--- src/rtl/mem_arb_pkg.sv ---
// Shared definitions for the data-RAM arbiter.
//   arb_state_e : arbiter occupancy (IDLE / BUSY)
//   NREQ_MAX    : largest supported requester count
//   LOCK_CNT_W  : width of the consecutive-lock counter
//   idx_width() : bits needed to hold a requester index
package mem_arb_pkg;

    typedef enum logic [0:0] {
        IDLE = 1'b0,
        BUSY = 1'b1
    } arb_state_e;

    localparam int NREQ_MAX   = 8;
    localparam int LOCK_CNT_W = 4;

    // At least one bit even for two requesters.
    function automatic int idx_width(input int n);
        return (n > 2) ? $clog2(n) : 1;
    endfunction

endpackage

--- src/rtl/mem_arbiter_arb_pick.sv ---
// Combinational one-hot selector.
//   req    : request vector
//   start  : index where the search begins; wraps at NREQ
//   excl   : requesters that may not win this round
//   onehot : winning requester (all zero when none)
//   idx    : index of the winner
//   found  : a winner exists
module arb_pick #(
    parameter int NREQ = 3,
    parameter int IDXW = 2
) (
    input  logic [NREQ-1:0] req,
    input  logic [IDXW-1:0] start,
    input  logic [NREQ-1:0] excl,
    output logic [NREQ-1:0] onehot,
    output logic [IDXW-1:0] idx,
    output logic            found
);

    // Walk the requesters from start, first eligible one wins.
    always_comb begin
        int  c;
        logic hit;
        c      = 0;
        hit    = 1'b0;
        onehot = {NREQ{1'b0}};
        idx    = {IDXW{1'b0}};
        found  = 1'b0;
        for (int k = 0; k < NREQ; k++) begin
            c         = (int'(start) + k) % NREQ;
            hit       = !found && req[c] && !excl[c];
            onehot[c] = hit;
            idx       = hit ? IDXW'(c) : idx;
            found     = found | hit;
        end
    end

endmodule

--- src/rtl/mem_arbiter.sv ---
// Single-port data-RAM arbiter for NREQ requesters (index 0 = CPU data port).
// Owner is registered each cycle; RAM ports are muxed combinationally from
// the owner's current request inputs; read data returns one cycle later with
// RVALID tagged to the requester. A locked owner may keep the grant for at
// most MAX_LOCK consecutive cycles.
// Ports:
//   clk, rst_n                  clock, asynchronous active-low reset
//   req/lock/req_we             per-requester request, lock, write flag
//   req_addr/req_wdata          packed per-requester address / write data
//   gnt, rvalid                 one-hot grant and read-return tag
//   rdata                       read data broadcast to all requesters
//   ram_we/ram_addr/ram_wd      RAM command
//   ram_rd                      RAM read data (one cycle after address)
// Build option: MEM_ARB_ROUND_ROBIN_EN selects round-robin arbitration;
// without it the lowest requester index wins.
module mem_arbiter
    import mem_arb_pkg::*;
#(
    parameter int WIDTH    = 32,
    parameter int NREQ     = 3,
    parameter int MAX_LOCK = 4
) (
    input  logic                  clk,
    input  logic                  rst_n,
    input  logic [NREQ-1:0]       req,
    input  logic [NREQ-1:0]       lock,
    input  logic [NREQ-1:0]       req_we,
    input  logic [NREQ*WIDTH-1:0] req_addr,
    input  logic [NREQ*WIDTH-1:0] req_wdata,
    output logic [NREQ-1:0]       gnt,
    output logic [NREQ-1:0]       rvalid,
    output logic [WIDTH-1:0]      rdata,
    output logic                  ram_we,
    output logic [WIDTH-1:0]      ram_addr,
    output logic [WIDTH-1:0]      ram_wd,
    input  logic [WIDTH-1:0]      ram_rd
);

    localparam int                    IDXW      = idx_width(NREQ);
    localparam logic [LOCK_CNT_W-1:0] LOCK_LAST = LOCK_CNT_W'(MAX_LOCK - 1);
    localparam logic [NREQ-1:0]       ONE_HOT0  = NREQ'(1);

    arb_state_e            state_r;
    logic [IDXW-1:0]       owner_r;
    logic [LOCK_CNT_W-1:0] lock_cnt_r;
    logic [NREQ-1:0]       gnt_r;
    logic [NREQ-1:0]       rvalid_r;

    logic                  busy_s;
    logic                  own_lock_s;
    logic                  keep_s;
    logic                  limited_s;
    logic                  others_s;
    logic [NREQ-1:0]       owner_oh_s;
    logic [NREQ-1:0]       excl_s;
    logic [IDXW-1:0]       start_s;
    logic [NREQ-1:0]       pick_oh_s;
    logic [IDXW-1:0]       pick_idx_s;
    logic                  pick_found_s;

    assign busy_s     = (state_r == BUSY);
    assign owner_oh_s = ONE_HOT0 << owner_r;
    // Owner wants to stay; it may only while the run is below the limit.
    assign own_lock_s = busy_s && lock[owner_r] && req[owner_r];
    assign keep_s     = own_lock_s && (lock_cnt_r < LOCK_LAST);
    assign limited_s  = own_lock_s && (lock_cnt_r >= LOCK_LAST);
    assign others_s   = |(req & ~owner_oh_s);
    // A lock-limited owner sits out one round when anybody else is waiting.
    assign excl_s     = (limited_s && others_s) ? owner_oh_s : {NREQ{1'b0}};

`ifdef MEM_ARB_ROUND_ROBIN_EN
    logic [IDXW-1:0] ptr_r;

    assign start_s = (ptr_r == IDXW'(NREQ - 1)) ? {IDXW{1'b0}} : ptr_r + IDXW'(1);

    // Round-robin pointer follows every fresh (non-lock) grant.
    always_ff @(posedge clk or negedge rst_n) begin
        if (!rst_n) begin
            ptr_r <= {IDXW{1'b0}};
        end else if (!keep_s && pick_found_s) begin
            ptr_r <= pick_idx_s;
        end else begin
            ptr_r <= ptr_r;
        end
    end
`else
    assign start_s = {IDXW{1'b0}};
`endif

    arb_pick #(
        .NREQ (NREQ),
        .IDXW (IDXW)
    ) u_pick (
        .req    (req),
        .start  (start_s),
        .excl   (excl_s),
        .onehot (pick_oh_s),
        .idx    (pick_idx_s),
        .found  (pick_found_s)
    );

    // Owner, lock run length and grant register.
    always_ff @(posedge clk or negedge rst_n) begin
        if (!rst_n) begin
            state_r    <= IDLE;
            owner_r    <= {IDXW{1'b0}};
            lock_cnt_r <= {LOCK_CNT_W{1'b0}};
            gnt_r      <= {NREQ{1'b0}};
        end else if (keep_s) begin
            state_r    <= BUSY;
            owner_r    <= owner_r;
            lock_cnt_r <= lock_cnt_r + LOCK_CNT_W'(1);
            gnt_r      <= owner_oh_s;
        end else if (pick_found_s) begin
            state_r    <= BUSY;
            owner_r    <= pick_idx_s;
            lock_cnt_r <= {LOCK_CNT_W{1'b0}};
            gnt_r      <= pick_oh_s;
        end else begin
            state_r    <= IDLE;
            owner_r    <= owner_r;
            lock_cnt_r <= {LOCK_CNT_W{1'b0}};
            gnt_r      <= {NREQ{1'b0}};
        end
    end

    // Tag the next cycle's RAM read data with the requester that issued the read.
    always_ff @(posedge clk or negedge rst_n) begin
        if (!rst_n) begin
            rvalid_r <= {NREQ{1'b0}};
        end else if (busy_s && !req_we[owner_r]) begin
            rvalid_r <= owner_oh_s;
        end else begin
            rvalid_r <= {NREQ{1'b0}};
        end
    end

    // RAM command comes straight from the registered owner's live inputs.
    always_comb begin
        ram_we   = 1'b0;
        ram_addr = {WIDTH{1'b0}};
        ram_wd   = {WIDTH{1'b0}};
        if (busy_s) begin
            ram_we   = req_we[owner_r];
            ram_addr = req_addr[int'(owner_r)*WIDTH +: WIDTH];
            ram_wd   = req_wdata[int'(owner_r)*WIDTH +: WIDTH];
        end else begin
            ram_we   = 1'b0;
        end
    end

    // RAM data is only valid in the return cycle, so it is gated rather than registered.
    always_comb begin
        rdata = {WIDTH{1'b0}};
        if (|rvalid_r) begin
            rdata = ram_rd;
        end else begin
            rdata = {WIDTH{1'b0}};
        end
    end

    assign gnt    = gnt_r;
    assign rvalid = rvalid_r;

endmodule

--- config.mk ---
export PLATFORM = sky130hd
export DESIGN_NAME = mem_arbiter
export DESIGN_NICKNAME = d
export VERILOG_FILES = /design/src/rtl/mem_arb_pkg.sv /design/src/rtl/mem_arbiter_arb_pick.sv /design/src/rtl/mem_arbiter.sv
export SDC_FILE = /design/constraint.sdc
export NUM_CORES = 1
export LEC_CHECK = 0
export CORE_AREA = 2 2 130 132
export CTS_CLUSTER_SIZE = 40
export DETAILED_ROUTE_END_ITERATION = 10
export DIE_AREA = 0 0 132 134
export SETUP_SLACK_MARGIN = 0.3
export SLEW_MARGIN = 25
export SYNTH_ARGS = -nofsm -noshare
export SYNTH_HDL_FRONTEND = slang
export SYNTH_SLANG_ARGS = --single-unit
--- constraint.sdc ---
create_clock -name clk -period 3.3 [get_ports clk]
set_clock_uncertainty 0.05 [all_clocks]
set_input_delay 0.495 -clock clk [delete_from_list [all_inputs] [get_ports clk]]
set_output_delay 0.495 -clock clk [all_outputs]
set_load 0.01 [all_outputs]
== Word-level counts from Yosys, hierarchy flattened ==
Cells that the tools add are included.

* Bits in registers: 13
* Input port bits: 235
* Logic and storage cells: 56

* Add/subtract/negate cells: 1
* Magnitude comparators: 3
* Shift-type cells: 3
* Mux-type cells: 19
* Bitwise logic cells: 5
* Reductions and logical operators: 20

{| class="wikitable"
|+ Operators by type and width
! operator !! count
|-
| $shiftx 96x8->32 || 2
|-
| $mux 32 || 3
|-
| $mux 3 || 4
|-
| $logic_and 1x1->1 || 11
|-
| $mux 1 || 7
|-
| $bmux 1 s2 || 3
|-
| $logic_not 1->1 || 6
|-
| $reduce_or 3->1 || 2
|-
| $add 4x1->4 const B || 1
|-
| $ge 4x2->1 const B || 1
|-
| $lt 4x2->1 const B || 1
|-
| $mux 4 || 1
|-
| $and 3x3->3 || 1
|-
| $lt 2x3->1 const B || 1
|-
| $not 3->3 || 1
|-
| $shl 1x2->3 const A || 1
|-
| $mux 2 || 1
|-
| $or 1x1->1 || 2
|-
| $reduce_and 2->1 || 1
|-
| $not 1->1 || 1
|}

== Longest topological paths before layout ==
Gate-level depths: netlist (run 1).

* Depth after elaboration: 19
* Depth in mapped cells: 7

== Modules after synthesis ==
Synthesis (run 1) repeated with hierarchy kept, for this count alone.

* Cell total of the unflattened synthesis: 444
* Area, all modules: 2825.2 µm²

{| class="wikitable"
|+ By module, submodules not included
! module !! instances !! cells an instance !! area each (µm²)
|-
| mem_arbiter || 1 || 378 || 2394.8
|-
| arb_pick || 1 || 66 || 430.4
|}

== Worst setup path after synthesis (run 1) ==
Ideal clock, no wire load.

* Path kind: flip-flop to output port
* Start point: register owner_r[1]
* End point: output port ram_addr[10]
* Arrival time: 1.293 ns
* Required time: 2.755 ns
* Path slack: 1.462 ns
* Stages on the path, launching flop included: 8
* Path buffers: 3
* Cells stage by stage: dfrtp_1 -> buf_2 -> and2b_1 -> buf_4 -> buf_2 -> nand2_1 -> o21ai_0 -> and2_1

* Cells in the longest elaborated chain, start to end: 2

{| class="wikitable"
|+ Ends and longest elaborated chain
! what !! line !! source
|-
| start, declared || mem_arbiter.sv:44 || <nowiki>logic [IDXW-1:0] owner_r;</nowiki>
|-
| start signal, assigned || mem_arbiter.sv:106 || <nowiki>owner_r <= {IDXW{1'b0}};</nowiki>
|-
| start signal, assigned || mem_arbiter.sv:111 || <nowiki>owner_r <= owner_r;</nowiki>
|-
| start signal, assigned || mem_arbiter.sv:116 || <nowiki>owner_r <= pick_idx_s;</nowiki>
|-
| $shiftx 96x8->32 || mem_arbiter.sv:145 || <nowiki>ram_addr = req_addr[int'(owner_r)*WIDTH +: WIDTH];</nowiki>
|-
| $mux 32 || mem_arbiter.sv:143 || <nowiki>if (busy_s) begin</nowiki>
|-
| end, declared || mem_arbiter.sv:34 || <nowiki>output logic [WIDTH-1:0] ram_addr,</nowiki>
|}

No other way between the ends.

== Worst setup path in the final report (run 1) ==
* Start point: register owner_r[0]
* End point: output port ram_wd[29]

* Cells in the longest elaborated chain, start to end: 2

{| class="wikitable"
|+ Ends and longest elaborated chain
! what !! line !! source
|-
| $shiftx 96x8->32 || mem_arbiter.sv:146 || <nowiki>ram_wd = req_wdata[int'(owner_r)*WIDTH +: WIDTH];</nowiki>
|-
| $mux 32 || mem_arbiter.sv:143 ||
|-
| end, declared || mem_arbiter.sv:35 || <nowiki>output logic [WIDTH-1:0] ram_wd,</nowiki>
|}

No other way between the ends.

==> results by group, run 1 <==
Outcome
  • Status: complete, no violations

Worst setup path
  • Critical path's largest stage delay: just under 0.5 ns
  • Setup crit start kind: flop
  • CP arrival: about 2.3 ns
  • Worst Path Required: roughly 2.8 ns
  • Cells along the critical path: buf_12, buf_4, mux2i_1, o21ai_0, and2_1, clkdlybuf4s50_1
  • Critical path capture point type: output port
  • Crit Path Class: flop to output port
  • Slowest CP cell: clkdlybuf4s50_1
  • Critical path fanouts, max: 47

STA
  • Fmax: about 350 MHz
  • Period utilisation layout: 0.8654
  • RSZ-0062 raised after global routing: no
  • Setup Viol. Count Final: 0
  • TNS Setup: 0 ns
  • Post-route setup slack: 0.4441 ns
  • Tmin final: ~2.9 ns
  • Max Slew Vio Count: 0
  • Worst-Margin Slew: 0.5871 ns
  • Slew headroom: 0.6074
  • Final hold violation count: 0

Route
  • Initial DRC count: 111
  • First-pass iteration count of the detailed router: 4
  • Routed WL: around 14 mm
  • Post-DR wirelength/cell: about 15 um
  • DR vias: 3874
  • Vias/cell: between 4 and 5
  • DRC: 0
  • Post-DRT Antenna Nets: 0

Synthesis
  • Post-Synthesis Cells: slightly below 400
  • Post-synth top area cell: mux2i_1
  • Post-synth ARST share: 1.000
  • Area contributors post-synth: mux2i_1 (25%), and2_1 (16%), o21ai_0 (13%)
  • EDFF count, synth: 0
  • Synth top area share: 0.2502
  • Post-synthesis cell area: around 2600 um2
  • Ys flop type: dfrtp_1
  • Synthesized area per cell: 6.752 um2
  • Synthesis Warnings: 0
  • Synthesized flop and latch total: 13
  • Synth unique cells: 34
  • Sequential-to-total area share from yosys stat: 0.1232

Placement
  • PortBufs: 337
  • DPL Wire Length: around 12 mm
  • Placer Congestion: approximately 0.76
  • Placement Setup Slack: between 0.5 and 0.6 ns
  • Area post-placement: about 6200 um2
  • Placed cells: slightly above 900

Global routing
  • GRT Residual Overflow: 0
  • First-pass GRT wire length: 21.34 mm
  • Largest net degree at the start of global routing: ~50
  • Vias in the first global route: 3802
  • Initial antenna violation count: 0
  • GRT Util Overall: 0.1513

CTS
  • Clock buffer depth: 2
  • Clk root buf: clkbuf_16
  • CTS H-tree lvls: 1
  • Clock Latency Late Sink: roughly 0.24 ns
  • CTS tree: done
  • Clk sink count: 13
  • Post-CTS setup buffer count: 0
  • CTS resizes: 0
  • Clock edge transition at the registers on the reported setup and hold paths: approximately 0.040 ns
  • CTS buffer count: 3
  • Hold_buf cts: 0

Cells and area
  • Post-layout util: 0.3874
  • Commonest non-fill, non-tap cell in the layout: clkdlybuf4s50_1
  • Syn-to-layout area delta: 139.1%
  • Diodes inserted: 0
  • Final instance area: roughly 6300 um2
  • Non-filler cells in the finished layout: around 930
  • Most frequent cells in the layout: clkdlybuf4s50_1 (337), o21ai_0 (68), and2_1 (67)
  • Share of cells above drive strength 1: 0.02962
  • Fin nets: ~950

Floorplan
  • Core box area: approximately 16000 um2
  • IO Count: 338
  • Die Span X: around 130 um
  • Die Span Y: ~130 um
  • Die area: ~18000 um2
  • Initial core utilization: 0.1621
  • Row count: 47

Worst hold path
  • Worst hold path type: flop to flop

Run
  • Max capacitance violation total: 0

Power and ir drop
  • PwrDens: 246.6 nW/um2
  • P_leak: between 2 and 2.5 nW
  • Peak supply drop: about 0.11 mV
[layout make-up]
class,count,area (um2)
Fill cell,1725,9978
Inverter,6,22.52
Multi-Input combinational cell,339,2142
Sequential cell,13,331.6
Tap cell,220,275.3
Clock buffer,4,78.83
Timing Repair Buffer,347,3461
[where the power goes]
group          total (mW)  internal [mW]  switching, mW
sequential          0.180          0.172        0.00781
combinational        1.15          0.714          0.433
clock               0.229          0.163         0.0658
total                1.56           1.05          0.507
[path summary, 6_finish.rpt]
path	start	slack (ns)	cells after the start	to
max	owner_r[0]$_DFFE_PN0P_	0.44	6	ram_wd[29]
min	lock_cnt_r[0]$_DFF_PN0_	0.38	1	lock_cnt_r[0]$_DFF_PN0_
max reg2reg	owner_r[0]$_DFFE_PN0P_	1.56	5	gnt[0]$_DFF_PN0_
min reg2reg	lock_cnt_r[0]$_DFF_PN0_	0.38	1	lock_cnt_r[0]$_DFF_PN0_
max in group asynchronous	rst_n	2.18	1	owner_r[0]$_DFFE_PN0P_
min in group asynchronous	rst_n	0.58	1	gnt[2]$_DFF_PN0_
[synth_stat cells, types with 2 or more instances]
| library cell | instances |
|---|---|
| a21boi_0 | 2 |
| a21oi_1 | 2 |
| and2_1 | 67 |
| and3b_1 | 2 |
| and4b_1 | 2 |
| buf_1 | 3 |
| buf_2 | 11 |
| buf_4 | 5 |
| clkbuf_1 | 15 |
| dfrtp_1 | 13 |
| inv_1 | 6 |
| mux2i_1 | 66 |
| nand2_1 | 66 |
| nand3_1 | 4 |
| nor2_1 | 8 |
| nor2b_1 | 33 |
| nor3_1 | 2 |
| o21ai_0 | 68 |
[metrics by stage]
stage          hold WS (ns)  total power, mW
2_1_floorplan        0.1494           0.6420
3_3_place_gp         0.3777            1.343
3_5_place_dp         0.3805            1.344
4_1_cts              0.3864            1.580
5_1_grt              0.3936            1.665
6_report             0.3841            1.556
[cells by family after synthesis]
| logic type | synth area share |
|---|---|
| AND/OR/NAND/NOR | 0.3853 |
| AO/OA/AOI/OAI | 0.1659 |
| adder cells (fa/ha/maj) | 0.004739 |
| buffers and inverters | 0.06919 |
| other | 0.001420 |
| flip-flops | 0.1232 |
| multiplexers | 0.2502 |
[state kept, by name, indices dropped and copies added (netlist names)]
register	cells
busy_s	1
gnt	3
lock_cnt_r	4
owner_r	2
rvalid	3
[worst max-delay path: cells and delay by family, from the launching register on]
| family | cells | cell delay (ns) |
|---|---|---|
| buffers and inverters | 3 | 1.10 |
| AO/OA/AOI/OAI | 1 | 0.08 |
| flip-flops | 1 | 0.41 |
| multiplexers | 1 | 0.23 |
| AND/OR/NAND/NOR | 1 | 0.17 |
[routing by layer]
metal	vias to the layer above	routed length [um]	share of wire	GRT usage
li1	1944	-	-	-
met1	1688	5732	0.40	0.1764
met2	224	7054	0.49	0.2746
met3	18	1236	0.086	0.03930
met4	0	289	0.020	0.03925
met5	-	0	0	0
(Power assumes the default switching activity.)
==> inputs of run 2 (changes only) <==
--- a/config.mk
+++ b/config.mk
@@ -9,6 +9,7 @@
 export CTS_CLUSTER_SIZE = 40
 export DETAILED_ROUTE_END_ITERATION = 10
 export DIE_AREA = 0 0 132 134
+export RECOVER_POWER = 25
 export SETUP_SLACK_MARGIN = 0.3
 export SLEW_MARGIN = 25
 export SYNTH_ARGS = -nofsm -noshare
==> run 2 against run 1 <==
Die area did not move; global-route usage did not move; flip-flop and latch count did not move; total power fell by 0.51%; sequential share of layout area barely moved; setup slack barely moved; non-clock buffer count did not move; routed wire length barely moved; critical path depth did not move; fmax barely moved; core utilization fell by 0.10 points; largest power group unchanged.
==> results by group, run 2 (synthesis gave the netlist of run 1 again) <==
Outcome
  • Status: complete, no violations

Placement
  • Placer Congestion: 0.7618
  • PortBufs: between 300 and 400
  • Area post-placement: approximately 6200 um2
  • Placed cells: 925
  • DPL Wire Length: 11.89 mm
  • Placement Setup Slack: between 0.5 and 0.6 ns

Worst setup path
  • Worst R2R Start: owner_r[0]$_DFFE_PN0P_
  • Slowest CP cell: clkdlybuf4s50_1
  • Crit Path Class: flop to output port
  • Setup crit start kind: flop
  • Critical path's largest stage delay: about 0.49 ns
  • Worst Path Required: 2.75 ns
  • Critical path fanouts, max: between 40 and 50
  • CP arrival: roughly 2.3 ns
  • FF-to-FF path depth: 5
  • R2R setup slack: 1.23 ns
  • Crit Reg-Reg Endpoint: gnt[0]$_DFF_PN0_
  • Critical path capture point type: output port
  • Cells along the critical path: buf_12, buf_4, mux2i_1, o21ai_0, and2_1, clkdlybuf4s50_1

STA
  • Tmin final: roughly 2.9 ns
  • Max Slew Vio Count: 0
  • Slew headroom: 0.6042
  • Setup Viol. Count Final: 0
  • RSZ-0062 raised after global routing: no
  • TNS Setup: 0 ns
  • Fmax: approximately 350 MHz
  • Final hold violation count: 0
  • Period utilisation layout: 0.8655
  • Worst-Margin Slew: just under 0.6 ns
  • Post-route setup slack: roughly 0.44 ns

Cells and area
  • Reg with most FFs: lock_cnt_r
  • Most frequent cells in the layout: clkdlybuf4s50_1 (328), o21ai_0 (69), and2_1 (67)
  • Share of cells above drive strength 1: 0.02680
  • Syn-to-layout area delta: 138.4%
  • Commonest non-fill, non-tap cell in the layout: clkdlybuf4s50_1
  • Max reg flops: 4
  • Non-filler cells in the finished layout: slightly above 900
  • Diodes inserted: 0
  • Final instance area: between 6000 and 7000 um2
  • Fin nets: 946

Global routing
  • Largest net degree at the start of global routing: 51
  • GRT Residual Overflow: 0
  • GRT Util Overall: 0.1513
  • Vias in the first global route: between 3000 and 4000
  • Initial antenna violation count: 0
  • First-pass GRT wire length: approximately 21 mm

Power and ir drop
  • Tot Pwr: 1.548 mW
  • Peak supply drop: roughly 0.11 mV
  • P_leak: about 2.4 nW
  • PwrDens: 246.0 nW/um2

CTS
  • Clock Latency Late Sink: between 0.2 and 0.25 ns
  • CTS tree: done
  • Clk sink count: 13
  • CTS resizes: 0
  • Clock buffer depth: 2
  • Clk root buf: clkbuf_16
  • Post-CTS setup buffer count: 0
  • Clock edge transition at the registers on the reported setup and hold paths: around 0.040 ns
  • Hold_buf cts: 0
  • CTS buffer count: 3
  • CTS H-tree lvls: 1

Floorplan
  • Initial core utilization: 0.1621
  • Core box area: 16290 um2
  • Die area: around 18000 um2
  • IO Count: between 300 and 400
  • Row count: 47
  • Die Span X: between 100 and 150 um
  • Die Span Y: around 130 um

Route
  • Vias/cell: between 4 and 5
  • Initial DRC count: between 100 and 150
  • First-pass iteration count of the detailed router: 4
  • Post-DR wirelength/cell: around 15 um
  • DRC: 0
  • Post-DRT Antenna Nets: 0
  • Routed WL: roughly 14 mm
  • DR vias: about 3900

Worst hold path
  • Worst Hold Launch: lock_cnt_r[0]$_DFF_PN0_
  • Worst hold path type: flop to flop
  • Hold endpoint: lock_cnt_r[0]$_DFF_PN0_
  • WHS Path Cells: 1

Run
  • Max capacitance violation total: 0
-- run 2: cell types whose count changed in the layout (fill, tap and decap cells not counted), sizes merged --
cell	change
dlygate4sd3	+9
buf	-1
clkbuf	+1
clkdlybuf4s50	-9
-- run 2: final cells by class --
cell class | count | area, um2
Fill cell | 1729 | 9995
Sequential cell | 13 | 331.6
Tap cell | 220 | 275.3
Clock buffer | 4 | 78.83
Inverter | 6 | 22.52
Multi-Input combinational cell | 339 | 2128
Timing Repair Buffer | 347 | 3458
-- run 2: worst max path at each step --
| stage | from | to | slack, ns | cells after the start |
|---|---|---|---|---|
| floorplan | owner_r[1]$_DFFE_PN0P_ | ram_addr[10] | 1.46 | 7 |
| global placement | req_we[0] | ram_we | 0.57 | 5 |
| detailed placement | req_we[1] | ram_we | 0.56 | 5 |
| CTS | owner_r[0]$_DFFE_PN0P_ | ram_addr[26] | 0.43 | 6 |
| global route | owner_r[0]$_DFFE_PN0P_ | ram_addr[8] | 0.32 | 6 |
| finish | owner_r[0]$_DFFE_PN0P_ | ram_wd[29] | 0.44 | 6 |
-- run 2: worst max-delay path, delay by kind of cell (launching register included) --
family	cells	cell delay (ns)
mux	1	0.23
compound gates	1	0.08
flops	1	0.41
simple gates	1	0.17
buf+inv	3	1.10
-- run 2: through the flow --
step / hold slack, ns / utilization
5_1_grt: 0.3942 / 0.3864
3_3_place_gp: 0.3777 / 0.3826
4_1_cts: 0.3864 / 0.3874
2_1_floorplan: 0.1494 / -
6_report: 0.3862 / 0.3864
3_5_place_dp: 0.3805 / 0.3826
-- run 2: layer usage --
layer / vias to the layer above / share of wire / track usage
met5: - / 0 / 0
met4: 0 / 0.020 / 0.03925
met3: 18 / 0.086 / 0.03930
met2: 224 / 0.49 / 0.2746
met1: 1693 / 0.40 / 0.1764
li1: 1943 / - / -
-- run 2: report_power, final --
group | internal, mW | leakage [nW] | switching [mW]
sequential | 0.172 | 0.161 | 0.00746
combinational | 0.709 | 2.18 | 0.432
clock | 0.163 | 0.0382 | 0.0653
